<file path="src/rtl/vls_nch_pkg.sv">
// Purpose    : shared types for the N-channel vector load/store controller.
// Latency    : n/a (types and helpers only).
// Backpressure: n/a.
package vls_nch_pkg;

  // Scratchpad command opcode. 2'b11 is deliberately left unnamed: it is the
  // illegal encoding, and the controller answers it with an error response.
  typedef enum logic [1:0] {
    VLS_NOP   = 2'b00,
    VLS_LOAD  = 2'b01,
    VLS_STORE = 2'b10
  } vls_op_t;

  typedef enum logic [1:0] {
    IDLE  = 2'b00,
    ISSUE = 2'b01,
    RESP  = 2'b10
  } vls_state_t;

  function automatic logic vls_op_legal(input logic [1:0] op);
    return (op != 2'b11);
  endfunction

endpackage

</file>
<file path="src/rtl/vls_nch_channel.sv">
// Purpose    : one scratchpad channel: command register, address adder, done flag, load capture.
// Latency    : address registered at accept; sp_valid drops the cycle after an accepted sp_dhit.
// Backpressure: request held (all sp_* fields stable) until sp_dhit while issue is high.
// Ports: load/clear/issue/is_load from the top FSM; *_in command fields; dhit/rdata from
//        the scratchpad; sp_* request fields, vd, done, fin (channel finished or finishing
//        this cycle) and captured data back to the top.
module vls_channel
  import vls_nch_pkg::*;
#(
  parameter int unsigned DATA_W = 16,
  parameter int unsigned ADDR_W = 16,
  parameter int unsigned IMM_W  = 8,
  parameter int unsigned DIM_W  = 6,
  parameter int unsigned VREG_W = 4
) (
  input  logic              CLK,
  input  logic              nRST,
  input  logic              load,
  input  logic              clear,
  input  logic              issue,
  input  logic              is_load,
  input  logic              en_in,
  input  logic [ADDR_W-1:0] rs1,
  input  logic [IMM_W-1:0]  imm,
  input  logic [VREG_W-1:0] vd_in,
  input  logic              row_col_in,
  input  logic              id_in,
  input  logic [DIM_W-1:0]  num_rows_in,
  input  logic [DIM_W-1:0]  num_cols_in,
  input  logic [DATA_W-1:0] wdata_in,
  input  logic              dhit,
  input  logic [DATA_W-1:0] rdata,
  output logic              sp_valid,
  output logic [ADDR_W-1:0] sp_addr,
  output logic              sp_row_col,
  output logic              sp_id,
  output logic [DIM_W-1:0]  sp_num_rows,
  output logic [DIM_W-1:0]  sp_num_cols,
  output logic [DATA_W-1:0] sp_wdata,
  output logic [VREG_W-1:0] vd,
  output logic              done,
  output logic              fin,
  output logic [DATA_W-1:0] data
);

  logic              en;
  logic              hit;
  logic [ADDR_W-1:0] imm_sx;

  // Size cast of a signed operand sign-extends; the sum wraps modulo 2^ADDR_W.
  assign imm_sx   = ADDR_W'($signed(imm));
  assign sp_valid = issue & en & ~done;
  // Hits outside an active request (disabled, already done, not issuing) are dropped.
  assign hit      = dhit & sp_valid;
  // A disabled channel counts as finished so the top can AND all channels together.
  assign fin      = ~en | done | hit;

  always_ff @(posedge CLK or negedge nRST) begin
    if (!nRST) begin
      en          <= 1'b0;
      sp_addr     <= '0;
      sp_row_col  <= 1'b0;
      sp_id       <= 1'b0;
      sp_num_rows <= '0;
      sp_num_cols <= '0;
      sp_wdata    <= '0;
      vd          <= '0;
      done        <= 1'b0;
      data        <= '0;
    end else begin
      if (load) begin
        en          <= en_in;
        sp_addr     <= rs1 + imm_sx;
        sp_row_col  <= row_col_in;
        sp_id       <= id_in;
        sp_num_rows <= num_rows_in;
        sp_num_cols <= num_cols_in;
        sp_wdata    <= wdata_in;
        vd          <= vd_in;
      end
      if (clear) begin
        done <= 1'b0;
        data <= '0;
      end else if (hit) begin
        done <= 1'b1;
        if (is_load) data <= rdata;
      end
    end
  end

endmodule

</file>
<file path="src/rtl/vls_nch.sv">
// Purpose    : N-channel vector load/store controller between vector issue and scratchpad.
// Latency    : accept at edge 0, sp_valid in cycle 1, resp_valid the cycle after the last hit (min 3 cycles/cmd).
// Backpressure: one command in flight; req_ready only in IDLE; response held until resp_ready.
// Ports: req_* command from issue (per-channel fields packed channel 0 in the LSBs),
//        sp_* per-channel scratchpad request/completion, resp_* single combined response.
module vls_nch
  import vls_nch_pkg::*;
#(
  parameter int unsigned NUM_CH      = 2,
  parameter int unsigned DATA_W      = 16,
  parameter int unsigned ADDR_W      = 16,
  parameter int unsigned IMM_W       = 8,
  parameter int unsigned DIM_W       = 6,
  parameter int unsigned VREG_W      = 4,
  parameter int unsigned TIMEOUT_CYC = 64  // must be >= 1
) (
  input  logic                     CLK,
  input  logic                     nRST,
  input  logic                     req_valid,
  output logic                     req_ready,
  input  logic [1:0]               req_op,
  input  logic [NUM_CH-1:0]        req_ch_en,
  input  logic [NUM_CH*ADDR_W-1:0] req_rs1,
  input  logic [NUM_CH*IMM_W-1:0]  req_imm,
  input  logic [NUM_CH*VREG_W-1:0] req_vd,
  input  logic [NUM_CH-1:0]        req_row_col,
  input  logic [NUM_CH-1:0]        req_id,
  input  logic [NUM_CH*DIM_W-1:0]  req_num_rows,
  input  logic [NUM_CH*DIM_W-1:0]  req_num_cols,
  input  logic [NUM_CH*DATA_W-1:0] req_wdata,
  output logic [NUM_CH-1:0]        sp_valid,
  output logic [1:0]               sp_op,
  output logic [NUM_CH*ADDR_W-1:0] sp_addr,
  output logic [NUM_CH-1:0]        sp_row_col,
  output logic [NUM_CH-1:0]        sp_id,
  output logic [NUM_CH*DIM_W-1:0]  sp_num_rows,
  output logic [NUM_CH*DIM_W-1:0]  sp_num_cols,
  output logic [NUM_CH*DATA_W-1:0] sp_wdata,
  input  logic [NUM_CH-1:0]        sp_dhit,
  input  logic [NUM_CH*DATA_W-1:0] sp_rdata,
  output logic                     resp_valid,
  input  logic                     resp_ready,
  output logic [1:0]               resp_op,
  output logic [NUM_CH*VREG_W-1:0] resp_vd,
  output logic [NUM_CH*DATA_W-1:0] resp_data,
  output logic [NUM_CH-1:0]        resp_done,
  output logic                     resp_err
);

  localparam int unsigned CNT_W = (TIMEOUT_CYC > 1) ? $clog2(TIMEOUT_CYC) : 1;

  vls_state_t         state;
  logic [1:0]         op_q;
  logic               err_q;
  logic               req_ready_q;
  logic               resp_valid_q;
  logic [CNT_W-1:0]   cnt;
  logic [NUM_CH-1:0]  ch_fin;
  logic               ch_load;
  logic               ch_clear;
  logic               in_issue;
  logic               is_load;

  assign ch_load  = (state == IDLE) & req_valid;
  assign ch_clear = (state == RESP) & resp_ready;
  assign in_issue = (state == ISSUE);
  assign is_load  = (op_q == VLS_LOAD);

  assign req_ready  = req_ready_q;
  assign resp_valid = resp_valid_q;
  assign resp_err   = err_q;
  assign resp_op    = op_q;
  assign sp_op      = op_q;

  for (genvar c = 0; c < NUM_CH; c++) begin : g_ch
    vls_channel #(
      .DATA_W (DATA_W),
      .ADDR_W (ADDR_W),
      .IMM_W  (IMM_W),
      .DIM_W  (DIM_W),
      .VREG_W (VREG_W)
    ) u_ch (
      .CLK         (CLK),
      .nRST        (nRST),
      .load        (ch_load),
      .clear       (ch_clear),
      .issue       (in_issue),
      .is_load     (is_load),
      .en_in       (req_ch_en[c]),
      .rs1         (req_rs1[c*ADDR_W +: ADDR_W]),
      .imm         (req_imm[c*IMM_W +: IMM_W]),
      .vd_in       (req_vd[c*VREG_W +: VREG_W]),
      .row_col_in  (req_row_col[c]),
      .id_in       (req_id[c]),
      .num_rows_in (req_num_rows[c*DIM_W +: DIM_W]),
      .num_cols_in (req_num_cols[c*DIM_W +: DIM_W]),
      .wdata_in    (req_wdata[c*DATA_W +: DATA_W]),
      .dhit        (sp_dhit[c]),
      .rdata       (sp_rdata[c*DATA_W +: DATA_W]),
      .sp_valid    (sp_valid[c]),
      .sp_addr     (sp_addr[c*ADDR_W +: ADDR_W]),
      .sp_row_col  (sp_row_col[c]),
      .sp_id       (sp_id[c]),
      .sp_num_rows (sp_num_rows[c*DIM_W +: DIM_W]),
      .sp_num_cols (sp_num_cols[c*DIM_W +: DIM_W]),
      .sp_wdata    (sp_wdata[c*DATA_W +: DATA_W]),
      .vd          (resp_vd[c*VREG_W +: VREG_W]),
      .done        (resp_done[c]),
      .fin         (ch_fin[c]),
      .data        (resp_data[c*DATA_W +: DATA_W])
    );
  end

  always_ff @(posedge CLK or negedge nRST) begin
    if (!nRST) begin
      state        <= IDLE;
      op_q         <= 2'b00;
      err_q        <= 1'b0;
      cnt          <= '0;
      req_ready_q  <= 1'b1;
      resp_valid_q <= 1'b0;
    end else begin
      unique case (state)
        IDLE: begin
          if (req_valid) begin
            op_q        <= req_op;
            req_ready_q <= 1'b0;
            if (!vls_op_legal(req_op)) begin
              err_q        <= 1'b1;
              resp_valid_q <= 1'b1;
              state        <= RESP;
            end else if (|req_ch_en) begin
              state <= ISSUE;
            end else begin
              // Empty mask: nothing to issue, answer immediately without error.
              resp_valid_q <= 1'b1;
              state        <= RESP;
            end
          end
        end
        ISSUE: begin
          // Completion wins over the watchdog when the last hit lands on the final cycle.
          if (&ch_fin) begin
            resp_valid_q <= 1'b1;
            state        <= RESP;
          end else if (cnt == CNT_W'(TIMEOUT_CYC - 1)) begin
            err_q        <= 1'b1;
            resp_valid_q <= 1'b1;
            state        <= RESP;
          end else begin
            cnt <= cnt + 1'b1;
          end
        end
        RESP: begin
          if (resp_ready) begin
            err_q        <= 1'b0;
            cnt          <= '0;
            resp_valid_q <= 1'b0;
            req_ready_q  <= 1'b1;
            state        <= IDLE;
          end
        end
        default: begin
          resp_valid_q <= 1'b0;
          req_ready_q  <= 1'b1;
          state        <= IDLE;
        end
      endcase
    end
  end

endmodule

</file>
<file path="config.mk">
export PLATFORM = sky130hd
export DESIGN_NAME = vls_nch
export DESIGN_NICKNAME = d
export VERILOG_FILES = /design/src/rtl/vls_nch_pkg.sv /design/src/rtl/vls_nch_channel.sv /design/src/rtl/vls_nch.sv
export SDC_FILE = /design/constraint.sdc
export NUM_CORES = 1
export LEC_CHECK = 0
export CAP_MARGIN = 0
export CORE_ASPECT_RATIO = 1.25
export CORE_MARGIN = 5
export CORE_UTILIZATION = 31
export DETAILED_ROUTE_END_ITERATION = 10
export PLACE_DENSITY = 0.71
export SLEW_MARGIN = 20
export SYNTH_ARGS = -nofsm -noshare
export SYNTH_HDL_FRONTEND = slang
export SYNTH_HIERARCHICAL = 1
export SYNTH_SLANG_ARGS = --single-unit
</file>
<file path="constraint.sdc">
create_clock -name CLK -period 1.8 [get_ports CLK]
set_input_delay 0.18 -clock CLK [delete_from_list [all_inputs] [get_ports CLK]]
set_output_delay 0.18 -clock CLK [all_outputs]
set_load 0.03 [all_outputs]
</file>
* Word level (Yosys, flattened, before mapping)
Cells that the tools add are included.
W data, S select, Z words.
** Word-level totals
- Input port bits :: 158
- Output and inout port bits :: 143
- Bits in registers :: 149
- Logic and storage cells :: 110
** Operators by class
- Bitwise gates (word level) :: 17
- Equal/unequal tests :: 13
- $add $sub $neg :: 3
- Multiplexer cells :: 35
- Reduce and logical (&&, ||, !) cells :: 16
** Operators by type and width (count)
- $mux W16 :: 6
- $add A16 B16 Y16 :: 2
- $mux W6 :: 3
- $mux W1 :: 15
- $ne A2 B2 Y1 const B :: 7
- $mux W2 :: 6
- $pmux W6 S2 :: 1
- $pmux W1 S3 :: 3
- $and A1 B1 Y1 :: 8
- $reduce_and A2 Y1 :: 4
- $reduce_and A4 Y1 :: 2
- $reduce_bool A2 Y1 :: 4
- $add A6 B1 Y6 const B :: 1
- $eq A6 B6 Y1 const B :: 1
- $ne A3 B3 Y1 const B :: 2
- $pmux W2 S3 :: 1
- $reduce_and A3 Y1 :: 2
- $reduce_and A6 Y1 :: 1
- $not A1 Y1 :: 5
- $eq A2 B1 Y1 const B :: 2
- $or A1 B1 Y1 :: 4
- $reduce_bool A3 Y1 :: 1
- $eq A2 B2 Y1 const B :: 1
- $logic_not A2 Y1 :: 1
- $reduce_or A2 Y1 :: 1

* Logic depth before layout (Yosys ltp)
Gate-level depths: netlist of the first run.
- Depth after elaboration :: 8
- Depth in mapped cells :: 8
- Mapped depth without buffers :: 7

* Hierarchy
Netlist of the first run, hierarchy kept.
** By module, submodules not included
- vls_channel :: sequential area each 1701.6 sq um, instances 2, area an instance 3384.5 sq um, cells each 315
- vls_nch :: sequential area each 326.6 sq um, instances 1, area an instance 734.5 sq um, cells each 75

* Worst setup path before layout of the first run
No wires, ideal clock.
- Path kind :: register -> register
- From :: register state[1]
- To :: register g_ch[0].u_ch.data[10]
- Library setup time :: 78 ps
- Data required time :: 1722 ps
- Buffers on the path :: 2
- Stages on the path, launching flop included :: 9
- Slack :: -259 ps
- Arrival :: 1981 ps
- Clock period less this slack :: 2059 ps
- Cells stage by stage :: dfrtp_1 -> and2b_4 -> nand2_1 -> nor2_1 -> and3_1 -> clkbuf_1 -> buf_2 -> nand2_1 -> a21oi_1
** Between the ends
- Longest elaborated chain between the ends :: 6
- Elaborated cells on any way between the ends :: 10
- Classes of those cells :: 2 x eq/ne; 1 x mux; 4 x bitwise; 3 x reduce/logical
** Ends and longest elaborated chain
- from (decl) :: RTL line vls_nch.sv:52 : vls_state_t state;
- from (signal assigned) :: RTL line vls_nch.sv:116 : state <= IDLE;
- from (signal assigned) :: RTL line vls_nch.sv:131 : state <= RESP;
- from (signal assigned) :: RTL line vls_nch.sv:133 : state <= ISSUE;
- $eq A2 B1 Y1 :: RTL line vls_nch.sv:66 : assign in_issue = (state == ISSUE);
- via in_issue :: RTL line vls_nch.sv:61 : logic in_issue;
- $and A1 B1 Y1 (2 in a row) :: RTL line vls_nch_channel.sv:52 : assign sp_valid = issue & en & ~done;
- via sp_valid[0] :: RTL line vls_nch.sv:31 : output logic [NUM_CH-1:0] sp_valid,
- $and A1 B1 Y1 :: RTL line vls_nch_channel.sv:54 : assign hit = dhit & sp_valid;
- $reduce_bool A2 Y1 (no line)
- $reduce_and A2 Y1 (no line)
- to (signal assigned) :: RTL line vls_nch_channel.sv:86 : if (is_load) data <= rdata;
- to (decl) :: RTL line vls_nch_channel.sv:43 : output logic [DATA_W-1:0] data
The timed path passes the listed nets, and every way through them passes these cells.
A chain may end at the register's enable or synchronous reset.

* Worst setup path after layout of the first run
- From :: input req_imm[9]
- To :: register g_ch[1].u_ch.sp_addr[14]
** Between the ends
- Longest elaborated chain between the ends :: 1
** Ends and longest elaborated chain
- from (decl) :: RTL line vls_nch.sv:24 : input logic [NUM_CH*IMM_W-1:0] req_imm,
- $add A16 B16 Y16 :: RTL line vls_nch_channel.sv:73 : sp_addr <= rs1 + imm_sx;
- to (signal assigned) :: RTL line vls_nch_channel.sv:73
- to (decl) :: RTL line vls_nch_channel.sv:34 : output logic [ADDR_W-1:0] sp_addr,
No other way between the ends.

==> out/qor.csv, run 1 <==
stage,metric,value,unit
cts,cts_made_buffers,17,
detailed_routing,first_pass_iters,4,
worst_setup_path,rr_endpoint,g_ch[1].u_ch/sp_addr[15],
worst_setup_path,reg2reg_slack,0.13,ns
floorplanning,ios,301,
yosys,synthCells,705,
worst_setup_path,path_class,in -> reg,
yosys,ys_seq_area_share,49.7,%
cts,clockBufferDepth,2,
layout,fin_nets,1273,
yosys,synth.top_cell.area_share,49.4,%
yosys,synthArstFlopShare,100,%
floorplanning,dieArea,0.0274,mm^2
placement,hpwl,17600,um
cts,cts_sinks,149,
yosys,synth_compound_area_share,13.8,%
timing,fin_hold_ws,0.242,ns
layout,final_cell_area,0.0123,mm^2
detailed_routing,wl_met2,12000,um
yosys,yosys-mux-area-fraction,12.9,%
worst_setup_path,crit_path_start_kind,input port,
power_and_ir_drop,p_int,11.7,mW
timing,tightest_slew,0.464,ns
yosys,ys_ff_latch,149,
worst_setup_path,arrival,2.09,ns
cts,clk_latency,0.42,ns
detailed_routing,drt.antenna.violating_nets,0,
yosys,synth-xor-area-share,1.87,%
run_status,outcome,completed,
floorplanning,initial_utilization,31.5,%
power_and_ir_drop,p_leak,5.21,nW
yosys,synth.area.top_cells,"dfrtp_1 49%, mux2_2 13%, ha_1 5.2%",
worst_setup_path,crit_start,req_imm[9],
timing,slew_violations,0,
global_route,grt_pass1_wl,36200,um
worst_setup_path,path_max_fanout,3,
global_route,grt-ovfl-total,0,
detailed_routing,wirelength,22700,um
power_and_ir_drop,clkPwrFrac,18.7,%
floorplanning,rows,63,
run,drv_cap,0,
yosys,synth_fa_ha_area_share,5.70,%
yosys,synth_area_leader_cell,dfrtp_1,
layout,multi_input_area,0.00367,mm^2
cts,clk_pin_slew,0.07,ns
worst_setup_path,r2r-start,state[0],
placement,port_buffers,300,
global_route,antenna_found_initial,0,
detailed_routing,top_layer,met4,
floorplanning,die_w,149,um
timing,fin_crit_sh,98.4,%
worst_setup_path,rr_worst_depth,7,
placement,placed_area,0.0116,mm^2
power_and_ir_drop,comb_power_share,52.7,%
yosys,synth_ff_type,dfrtp_1,
yosys,synth_area,0.00750,mm^2
cts,htreeDepth,4,
worst_hold_path,worst_hold_path_type,in -> reg,
yosys,yosysUniqueCellTypes,59,
timing,finalSetupViolCount,0,
yosys,synth_top_family_by_area,compound AO/OA/AOI/OAI gates,
detailed_routing,via_per_inst,4.78,
power_and_ir_drop,seq_power_share,28.6,%
detailed_routing,route.detailed.drc,0,
worst_setup_path,cp_data_required_time,2.12,ns
worst_hold_path,holdPathEnd,g_ch[0].u_ch/sp_addr[0],
timing,finalWorstPathRequiredPeriod,1.77,ns
power_and_ir_drop,switching_share,40.5,%
global_route,gr-usage-all-layers,16.4,%
power_and_ir_drop,irDropWorstVdd,1.02,mV
detailed_routing,drt-met1-wl,8660,um
detailed_routing,wl_met3,1710,um
placement,gp_congestion,0.867,
worst_hold_path,whs_path_depth,3,
worst_setup_path,cp-end-kind,flip-flop,
worst_hold_path,worstHoldStart,req_rs1[0],
global_route,grt_pass1_vias,7201,
yosys,synthesis.nets,896,
detailed_routing,drt_iter0_drc,219,
power_and_ir_drop,p_total,19.6,mW
yosys,synth_edf_count,0,
timing,final_hold_viol_count,0,
power_and_ir_drop,p_sw,7.96,mW
detailed_routing,wl_per_cell,16.0,um
yosys,synthSimpleGateAreaFrac,12.6,%
timing,relSlewSlack,69.1,%
cts,cts_tree,yes,
floorplanning,core-area,0.0238,mm^2
cts,clockRootBuffer,clkbuf_16,
timing,fmax,0.564,GHz
layout,num-fill-cells,2162,
layout,final_core_util,51.8,%
yosys,ys_warn_count,6,
layout,layout-drive-gt1-share,24.3,%
layout,regArea,0.00373,mm^2
yosys,syn_area_per_cell,10.6,um^2
detailed_routing,dr_total_vias,6790,
power_and_ir_drop,power.density,1590,mW/mm^2
layout,area_growth,64.2,%
layout,num_antenna_cells,0,
floorplanning,dieHeight,184,um
global_route,grt_max_degree,44,
timing,skew,0.00776,ns
==> cell type report <==
type / count / area share [%]
Multi-Input combinational cell: 494 / 29.8
Timing Repair Buffer: 403 / 31.4
Tap cell: 325 / 3.30
Inverter: 17 / 0.518
Sequential cell: 149 / 30.3
Clock buffer: 17 / 3.45
Clock inverter: 15 / 1.35
==> how the worst max path moves through the flow <==
stage / end
global route: g_ch[1].u_ch/sp_addr[14]
detailed placement: g_ch[1].u_ch/sp_addr[14]
CTS: g_ch[1].u_ch/sp_addr[14]
finish: g_ch[1].u_ch/sp_addr[14]
floorplan: g_ch[0].u_ch/en
global placement: g_ch[1].u_ch/sp_addr[12]
==> layer usage <==
layer | vias up | track usage (%)
li1 | 3275 | -
met1 | 3280 | 18.0
met5 | - | 0
met4 | 0 | 4.69
met3 | 20 | 5.65
met2 | 215 | 30.0
==> cells by family after synthesis <==
logic type | count (synthesis)
AO/OA/AOI/OAI | 160
XOR/XNOR | 16
adder cells (fa/ha/maj) | 33
buffers and inverters | 62
flip-flops | 149
multiplexers | 86
AND/OR/NAND/NOR | 199
==> per-stage QoR <==
step / setup slack (ns) / instances / setup TNS [ns]
final: 0.0283 / 1420 / 0
after global routing: -0.0102 / 1420 / -0.0128
after CTS: 0.00310 / 1417 / 0
after detailed placement: -0.715 / 1381 / -11.34
after global placement: -0.579 / 1381 / -11.15
after floorplan: -0.0231 / 705 / -1.38
==> critical path: stages <==
cell and delay [ns]:
clkdlybuf4s50_1 0.46, fa_2 0.36, a21o_1 0.22, a221oi_4 0.34, buf_4 0.18, o2bb2ai_2 0.06, o311ai_1 0.28
==> sequential cells by signal, summed over array words and instances (netlist names), 2 cells and up <==
register / count
g_ch.u_ch/sp_wdata: 32
g_ch.u_ch/sp_num_rows: 12
g_ch.u_ch/sp_row_col: 2
cnt: 6
g_ch.u_ch/data: 32
state: 2
g_ch.u_ch/vd: 8
resp_op: 2
g_ch.u_ch/sp_id: 2
g_ch.u_ch/en: 2
g_ch.u_ch/sp_num_cols: 12
g_ch.u_ch/done: 2
g_ch.u_ch/sp_addr: 32
==> synth_stat cells, types with 7 or more instances <==
library cell / instances
nand4_1: 12
a211o_1: 8
a21oi_1: 64
nand3_1: 13
clkbuf_1: 30
ha_1: 31
a31oi_1: 9
nor2_1: 29
buf_2: 10
a211oi_1: 7
nand2_1: 101
xnor2_1: 12
mux2_2: 86
o21ai_0: 19
inv_1: 17
o211ai_1: 14
dfrtp_1: 148
a21o_1: 7
==> power by group through the flow <==
stage	registers, mW	clock network, mW	logic, mW
3_3_place_gp	5.63	0	10.3
4_1_cts	5.65	3.78	10.4
2_1_floorplan	8.33	0	3.06
6_report	5.62	3.67	10.4
3_5_place_dp	5.70	0	10.4
5_1_grt	5.84	3.95	11.0
==> what timing repair did <==
item / 4_1_cts / 5_1_grt
pin swaps: 9 / 10
resized for setup: 13 / 22
endpoints found under the hold margin: 39 / 0
hold buffers: 1 / 0
setup endpoints to repair: 15 / 27
setup buffers: 3 / 3
==> layout by cell type (no fill, tap or decap), types with 8 or more instances in the layout <==
cell / Yosys / routed
inv_1: 17 / 17
nand2_1: 101 / 100
ha_1: 31 / 26
nand4_1: 12 / 12
xnor2_1: 12 / 12
a21oi_1: 64 / 62
o211ai_1: 14 / 14
clkdlybuf4s50_1: 0 / 285
buf_4: 2 / 97
nor2_1: 29 / 27
o21ai_0: 19 / 17
clkbuf_16: 0 / 17
nand3_1: 13 / 13
dfrtp_1: 148 / 148
mux2_2: 86 / 86
a211o_1: 8 / 8
(Power assumes the default switching activity.)
==> run 2, diff against run 1 <==
- CORE_MARGIN: 5 -> unset
==> run 2 against run 1 <==
Combinational power is essentially flat. First-iteration DRC count grew 0.91%. Fmax grew 1.2%. Setup slack gained 0.021 ns. Global-route usage grew 1.0 points. Critical endpoint is now g_ch[0].u_ch/sp_addr[13]. Clock power grew 6.3%. Hold slack gained 0.026 ns. Sequential share of layout area shrank 0.37 points. Total power grew 1.7%. Sequential power is essentially flat. Die area shrank 9.5%.
==> out/qor.csv, run 2 (same netlist as run 1, synthesis figures left out) <==
stage,metric,value,unit,change
run_status,outcome,completed,,unchanged
worst_hold_path,whs_path_depth,3,,unchanged
placement,gp_congestion,0.855,,was 0.867
cts,clockRootBuffer,clkbuf_16,,unchanged
timing,relSlewSlack,68.4,%,was 69.1%
worst_setup_path,rr_endpoint,g_ch[1].u_ch/sp_addr[15],,unchanged
layout,layout-drive-gt1-share,24.1,%,was 24.3%
timing,fin_crit_sh,97.3,%,was 98.4%
worst_setup_path,cp-end-kind,flip-flop,,unchanged
layout,regArea,0.00373,mm^2,unchanged
placement,port_buffers,300,,unchanged
run,drv_cap,0,,unchanged
detailed_routing,drt.antenna.violating_nets,0,,unchanged
worst_setup_path,cp_slowest_cell,clkdlybuf4s50_1,,unchanged
global_route,grt_pass1_vias,7030,,was 7201
detailed_routing,wirelength,21200,um,was 22700 um
timing,final_hold_viol_count,0,,unchanged
floorplanning,rows,63,,unchanged
cts,cts_made_buffers,17,,unchanged
detailed_routing,drt_iter0_drc,221,,was 219
detailed_routing,via_per_inst,4.80,,was 4.78
worst_setup_path,crit_path_start_kind,input port,,unchanged
placement,placed_area,0.0117,mm^2,was 0.0116 mm^2
cts,clk_latency,0.42,ns,about the same
worst_hold_path,worstHoldStart,req_imm[9],,was req_rs1[0]
power_and_ir_drop,irDropWorstVdd,1.01,mV,was 1.02 mV
global_route,grt_pass1_wl,34500,um,was 36200 um
worst_hold_path,holdPathEnd,g_ch[1].u_ch/sp_addr[1],,was g_ch[0].u_ch/sp_addr[0]
detailed_routing,route.detailed.drc,0,,unchanged
worst_setup_path,cp_cell_sequence,"clkdlybuf4s50_1, ha_1, o211ai_1, o21ai_1, a211oi_1, buf_4, and4_1, a211o_1",,"was clkdlybuf4s50_1, fa_2, a21o_1, a221oi_4, buf_4, o2bb2ai_2, o311ai_1"
timing,skew,0.0125,ns,was 0.00776 ns
detailed_routing,dr_total_vias,6842,,was 6790
power_and_ir_drop,p_leak,5.30,nW,was 5.21 nW
layout,top_regs,"g_ch.u_ch/data (32), g_ch.u_ch/sp_addr (32), g_ch.u_ch/sp_wdata (32)",,unchanged
worst_setup_path,max_stage_delay,0.40,ns,was 0.46 ns
cts,clk_pin_slew,0.07,ns,about the same
timing,fin_hold_ws,0.268,ns,was 0.242 ns
placement,hpwl,16200,um,was 17600 um
timing,finalSetupViolCount,0,,unchanged
layout,num-fill-cells,2106,,was 2162
global_route,grt_max_degree,49,,was 44
floorplanning,core-area,0.0237,mm^2,was 0.0238 mm^2
floorplanning,dieHeight,176,um,was 184 um
timing,tightest_slew,0.473,ns,was 0.464 ns
cts,cts_tree,yes,,unchanged
layout,mostFrequentLayoutCell,clkdlybuf4s50_1,,unchanged
timing,finalWorstPathRequiredPeriod,1.75,ns,was 1.77 ns
worst_setup_path,path_class,in -> reg,,unchanged
floorplanning,die_w,141,um,was 149 um
worst_setup_path,reg2reg_slack,0.11,ns,was 0.13 ns
layout,multi_input_area,0.00365,mm^2,was 0.00367 mm^2
worst_setup_path,rr_worst_depth,7,,unchanged
worst_setup_path,cp_data_required_time,2.11,ns,was 2.12 ns
cts,cts_sinks,149,,unchanged
floorplanning,ios,301,,unchanged
power_and_ir_drop,power.density,1600,mW/mm^2,was 1590 mW/mm^2
detailed_routing,first_pass_iters,5,,was 4
global_route,gr-usage-all-layers,17.5,%,was 16.4%
worst_setup_path,r2r-start,state[0],,unchanged
cts,htreeDepth,4,,unchanged
cts,clockBufferDepth,2,,unchanged
layout,num_antenna_cells,0,,unchanged
worst_setup_path,path_max_fanout,5,,was 3
layout,mostFrequentLayoutCells,"283 x clkdlybuf4s50_1, 148 x dfrtp_1, 101 x nand2_1",,"was 285 x clkdlybuf4s50_1, 148 x dfrtp_1, 100 x nand2_1"
global_route,antenna_found_initial,0,,unchanged
worst_hold_path,worst_hold_path_type,in -> reg,,unchanged
timing,slew_violations,0,,unchanged
global_route,grt-ovfl-total,0,,unchanged
layout,fin_nets,1279,,was 1273
layout,final_cell_area,0.0125,mm^2,was 0.0123 mm^2
worst_setup_path,arrival,2.07,ns,was 2.09 ns
layout,area_growth,66.3,%,was 64.2%
timing,fmax,0.571,GHz,was 0.564 GHz
floorplanning,dieArea,0.0248,mm^2,was 0.0274 mm^2
floorplanning,initial_utilization,31.6,%,was 31.5%
detailed_routing,wl_per_cell,14.8,um,was 16.0 um
==> run 2: cell count changes in the layout (fill, tap and decap cells not counted), moves of 3 or more <==
cell and delta:
inv_6 -3, o21ai_0 -3, buf_12 +6, o21ai_1 +5
==> run 2: layer usage <==
metal | up-vias | track usage (%) | part of all wire, %
met3 | 19 | 4.85 | 6.9
met4 | 0 | 5.16 | 1.4
met5 | - | 0 | 0
li1 | 3297 | - | -
met1 | 3289 | 20.0 | 39
met2 | 237 | 31.4 | 52
==> run 2: layout make-up <==
type,instances,area share [%]
Clock buffer,19,3.55
Sequential cell,149,29.9
Inverter,17,0.512
Tap cell,325,3.26
Clock inverter,13,1.55
Timing Repair Buffer,409,31.9
Multi-Input combinational cell,494,29.3
==> run 2: power breakdown <==
part	total, mW	internal [mW]	switching [mW]	leakage, nW
clock	3.90	2.38	1.52	0.309
combinational	10.5	4.96	5.50	3.16
sequential	5.62	4.80	0.823	1.83
total	20.0	12.1	7.84	5.30
==> run 2: timing repair <==
item                                    4_1_cts  5_1_grt
endpoints found under the setup margin       13       22
hold buffers                                  1        0
endpoints found under the hold margin        44        0
pin swaps                                     7       11
buffers inserted                              1        4
gates resized for setup                      11       19
==> run 2: through the flow <==
stage                     utilization [%]  setup slack, ns  total power [mW]  setup TNS, ns  std cells
final                                52.6           0.0493              20.0              0       1426
after global routing                 52.6         -0.00227              21.1       -0.00344       1426
after CTS                            52.2         0.000569              20.2              0       1422
after detailed placement             49.3           -0.633              16.2         -14.55       1388
after global placement               49.3           -0.586              16.0         -12.95       1388
after floorplan                         -          -0.0231              11.4          -1.38        705
==> run 2: worst max-delay path: cells and delay by family <==
family	cells	cell delay, ns
AO/OA/AOI/OAI	4	0.80
adder cells (fa/ha/maj)	1	0.34
AND/OR/NAND/NOR	1	0.18
buffers and inverters	2	0.56
==> run 2: worst max path at each step <==
| stage | startpoint | to | slack (ns) | cells after the start |
|---|---|---|---|---|
| finish | req_rs1[4] | g_ch[0].u_ch/sp_addr[13] | 0.05 | 8 |
| global route | state[1] | resp_valid | -0.002 | 7 |
| detailed placement | req_rs1[0] | g_ch[0].u_ch/sp_addr[14] | -0.63 | 7 |
| global placement | req_rs1[0] | g_ch[0].u_ch/sp_addr[12] | -0.59 | 8 |
| floorplan | state[0] | g_ch[0].u_ch/en | -0.02 | 5 |
| CTS | req_imm[15] | g_ch[1].u_ch/sp_addr[14] | 0.0006 | 8 |
==> run 3, diff against run 2 <==
--- a/config.mk
+++ b/config.mk
@@ -7,2 +7,3 @@
 export LEC_CHECK = 0
+export ABC_CLOCK_PERIOD_IN_PS = 1800
 export CAP_MARGIN = 0
@@ -11,2 +12,3 @@
 export DETAILED_ROUTE_END_ITERATION = 10
+export GPL_ROUTABILITY_DRIVEN = 0
 export PLACE_DENSITY = 0.71
==> constraint.sdc (replaced) <==
create_clock -name CLK -period 1.8 [get_ports CLK]
set_input_delay 0.45 -clock CLK [delete_from_list [all_inputs] [get_ports CLK]]
set_output_delay 0.45 -clock CLK [all_outputs]
set_load 0.03 [all_outputs]
==> run 3 against run 2 <==
The run now ends with setup timing left. Die area did not move. Register-to-register slack hardly changed. Final cell count grew 0.91%. First-iteration DRC count fell by 1.8%. Clock skew decreased by 0.0072 ns. Non-clock buffer count is 13 higher. Sequential power decreased by 1%. Combinational power fell by 8%. Critical path type is now reg -> out. Largest power group unchanged.
==> out/qor.csv, run 3 (same netlist as run 1, synthesis figures left out) <==
stage,metric,value,unit,change
run_status,outcome,"complete, but fails checks",,was completed
run_status,failed_checks,setup timing,,
floorplanning,dieArea,0.0248,mm^2,unchanged
placement,hpwl,16600,um,was 16200 um
cts,clockRootBuffer,clkbuf_16,,unchanged
timing,fin_crit_sh,103,%,was 97.3%
floorplanning,core-area,0.0237,mm^2,unchanged
placement,post-place-ws,-0.908,ns,was -0.633 ns
layout,top_regs,"g_ch.u_ch/data (32), g_ch.u_ch/sp_addr (32), g_ch.u_ch/sp_wdata (32)",,unchanged
timing,final_hold_viol_count,0,,unchanged
timing,fmax,0.538,GHz,was 0.571 GHz
worst_hold_path,worst_hold_path_type,in -> reg,,unchanged
placement,placed_area,0.0117,mm^2,about the same
cts,cts_tree,yes,,unchanged
floorplanning,dieHeight,176,um,unchanged
floorplanning,rows,63,,unchanged
detailed_routing,dr_total_vias,6964,,was 6842
detailed_routing,first_pass_iters,5,,unchanged
worst_setup_path,crit_path_start_kind,flip-flop,,was input port
global_route,grt_pass1_wl,35400,um,was 34500 um
run,drv_cap,0,,unchanged
layout,layout-drive-gt1-share,30.1,%,was 24.1%
global_route,grt_pass1_vias,7112,,was 7030
cts,clockBufferDepth,2,,unchanged
worst_setup_path,path_max_fanout,4,,was 5
cts,clk_pin_slew,0.06,ns,was 0.07 ns
worst_setup_path,arrival,1.41,ns,was 2.07 ns
layout,mostFrequentLayoutCell,dlygate4sd2_1,,was clkdlybuf4s50_1
timing,fin_hold_ws,0.362,ns,was 0.268 ns
worst_setup_path,cp_data_required_time,1.35,ns,was 2.11 ns
floorplanning,initial_utilization,31.6,%,unchanged
floorplanning,ios,301,,unchanged
worst_setup_path,path_class,reg -> out,,was in -> reg
global_route,antenna_found_initial,1,,was 0
layout,fin_nets,1292,,was 1279
global_route,gr-usage-all-layers,18.3,%,was 17.5%
cts,clk_latency,0.42,ns,about the same
detailed_routing,route.detailed.drc,0,,unchanged
placement,port_buffers,300,,unchanged
layout,area_growth,68.6,%,was 66.3%
cts,cts_sinks,149,,unchanged
detailed_routing,wirelength,22600,um,was 21200 um
detailed_routing,via_per_inst,4.84,,was 4.80
cts,htreeDepth,4,,unchanged
placement,dpl.cell_count,1392,,was 1388
global_route,grt-ovfl-total,0,,unchanged
detailed_routing,drt.antenna.violating_nets,0,,unchanged
timing,skew,0.00530,ns,was 0.0125 ns
timing,final.setup.tns,-0.159,ns,was 0 ns
power_and_ir_drop,p_leak,5.64,nW,was 5.30 nW
power_and_ir_drop,power.density,1470,mW/mm^2,was 1600 mW/mm^2
timing,rsz0062_at_grt,yes,,
layout,final_cell_area,0.0126,mm^2,was 0.0125 mm^2
cts,cts_made_buffers,17,,unchanged
floorplanning,die_w,141,um,unchanged
timing,tightest_slew,0.510,ns,was 0.473 ns
timing,slew_violations,0,,unchanged
worst_setup_path,max_stage_delay,0.39,ns,was 0.40 ns
timing,relSlewSlack,65.7,%,was 68.4%
power_and_ir_drop,irDropWorstVdd,0.874,mV,was 1.01 mV
timing,timing.final.ws_setup,-0.0577,ns,was 0.0493 ns
timing,finalWorstPathRequiredPeriod,1.86,ns,was 1.75 ns
worst_setup_path,cp_cell_sequence,"and2b_4, nand2_2, nor2_4, buf_6",,"was clkdlybuf4s50_1, ha_1, o211ai_1, o21ai_1, a211oi_1, buf_4, and4_1, a211o_1"
detailed_routing,drt_iter0_drc,217,,was 221
worst_setup_path,cp_slowest_cell,dfrtp_2,,was clkdlybuf4s50_1
global_route,grt_max_degree,37,,was 49
layout,stdcell_count,1439,,was 1426
timing,finalSetupViolCount,6,,was 0
worst_setup_path,cp-end-kind,output pin,,was flip-flop
layout,mostFrequentLayoutCells,"162 x dlygate4sd2_1, 147 x dfrtp_1, 121 x clkdlybuf4s50_1",,"was 283 x clkdlybuf4s50_1, 148 x dfrtp_1, 101 x nand2_1"
detailed_routing,wl_per_cell,15.7,um,was 14.8 um
-- run 3: changes by cell type in the layout (fill, tap and decap cells not counted), moves of 10 or more --
cell and delta:
ha_1 -14, clkdlybuf4s50_1 -162, buf_6 +11, ha_4 +15, dlygate4sd2_1 +156, buf_4 +10
-- run 3: area by class of cell --
type,count,area [um^2]
Multi-Input combinational cell,494,4070
Inverter,17,63.8
Tap cell,325,407
Clock buffer,20,437
Clock inverter,11,106
Fill cell,2129,11100
Antenna cell,1,2.50
Timing Repair Buffer,422,3840
Sequential cell,149,3730
-- run 3: metal layers --
metal | up-vias | GRT usage [%] | wire (um)
met4 | 0 | 7.52 | 622
met2 | 226 | 32.6 | 11800
met1 | 3373 | 20.4 | 8820
met5 | - | 0 | 0
met3 | 38 | 5.07 | 1370
li1 | 3327 | - | -
-- run 3: timing repair --
item,in CTS,in global routing
setup buffers,9,5
pin swaps,32,25
gates cloned,0,0
endpoints found under the hold margin,31,0
hold buffers,1,0
setup endpoints to repair,167,39
gates resized for setup,239,51
-- run 3: through the flow --
stage	utilization, %	total power [mW]
3_5_place_dp	49.3	16.0
6_report	53.3	18.6
2_1_floorplan	-	11.4
3_3_place_gp	49.3	15.8
4_1_cts	52.2	18.6
5_1_grt	53.3	19.7
-- run 3: final timing paths --
| check | start | to | slack [ns] | cells past startpoint |
|---|---|---|---|---|
| min | req_imm[0] | g_ch[0].u_ch/sp_addr[0] | 0.36 | 3 |
| max | state[1] | sp_valid[0] | -0.06 | 4 |
| max in group asynchronous | nRST | g_ch[1].u_ch/data[14] | 0.66 | 3 |
| max reg2reg | state[0] | g_ch[1].u_ch/sp_addr[15] | 0.10 | 7 |
| min reg2reg | g_ch[0].u_ch/sp_addr[11] | g_ch[0].u_ch/sp_addr[11] | 0.48 | 1 |
| min in group asynchronous | nRST | g_ch[0].u_ch/sp_wdata[0] | 0.51 | 2 |
-- run 3: where the power goes --
part	switching (mW)	internal [mW]	leakage [nW]	total, mW
logic	5.65	4.04	3.56	9.69
registers	0.739	4.80	1.83	5.54
clock network	1.46	1.90	0.256	3.35
total	7.85	10.7	5.64	18.6
-- run 3: critical path: cells and delay by family, from the launching register on --
kind | cells | cell delay (ns)
flip-flops | 1 | 0.39
buffers and inverters | 1 | 0.14
AND/OR/NAND/NOR | 3 | 0.45
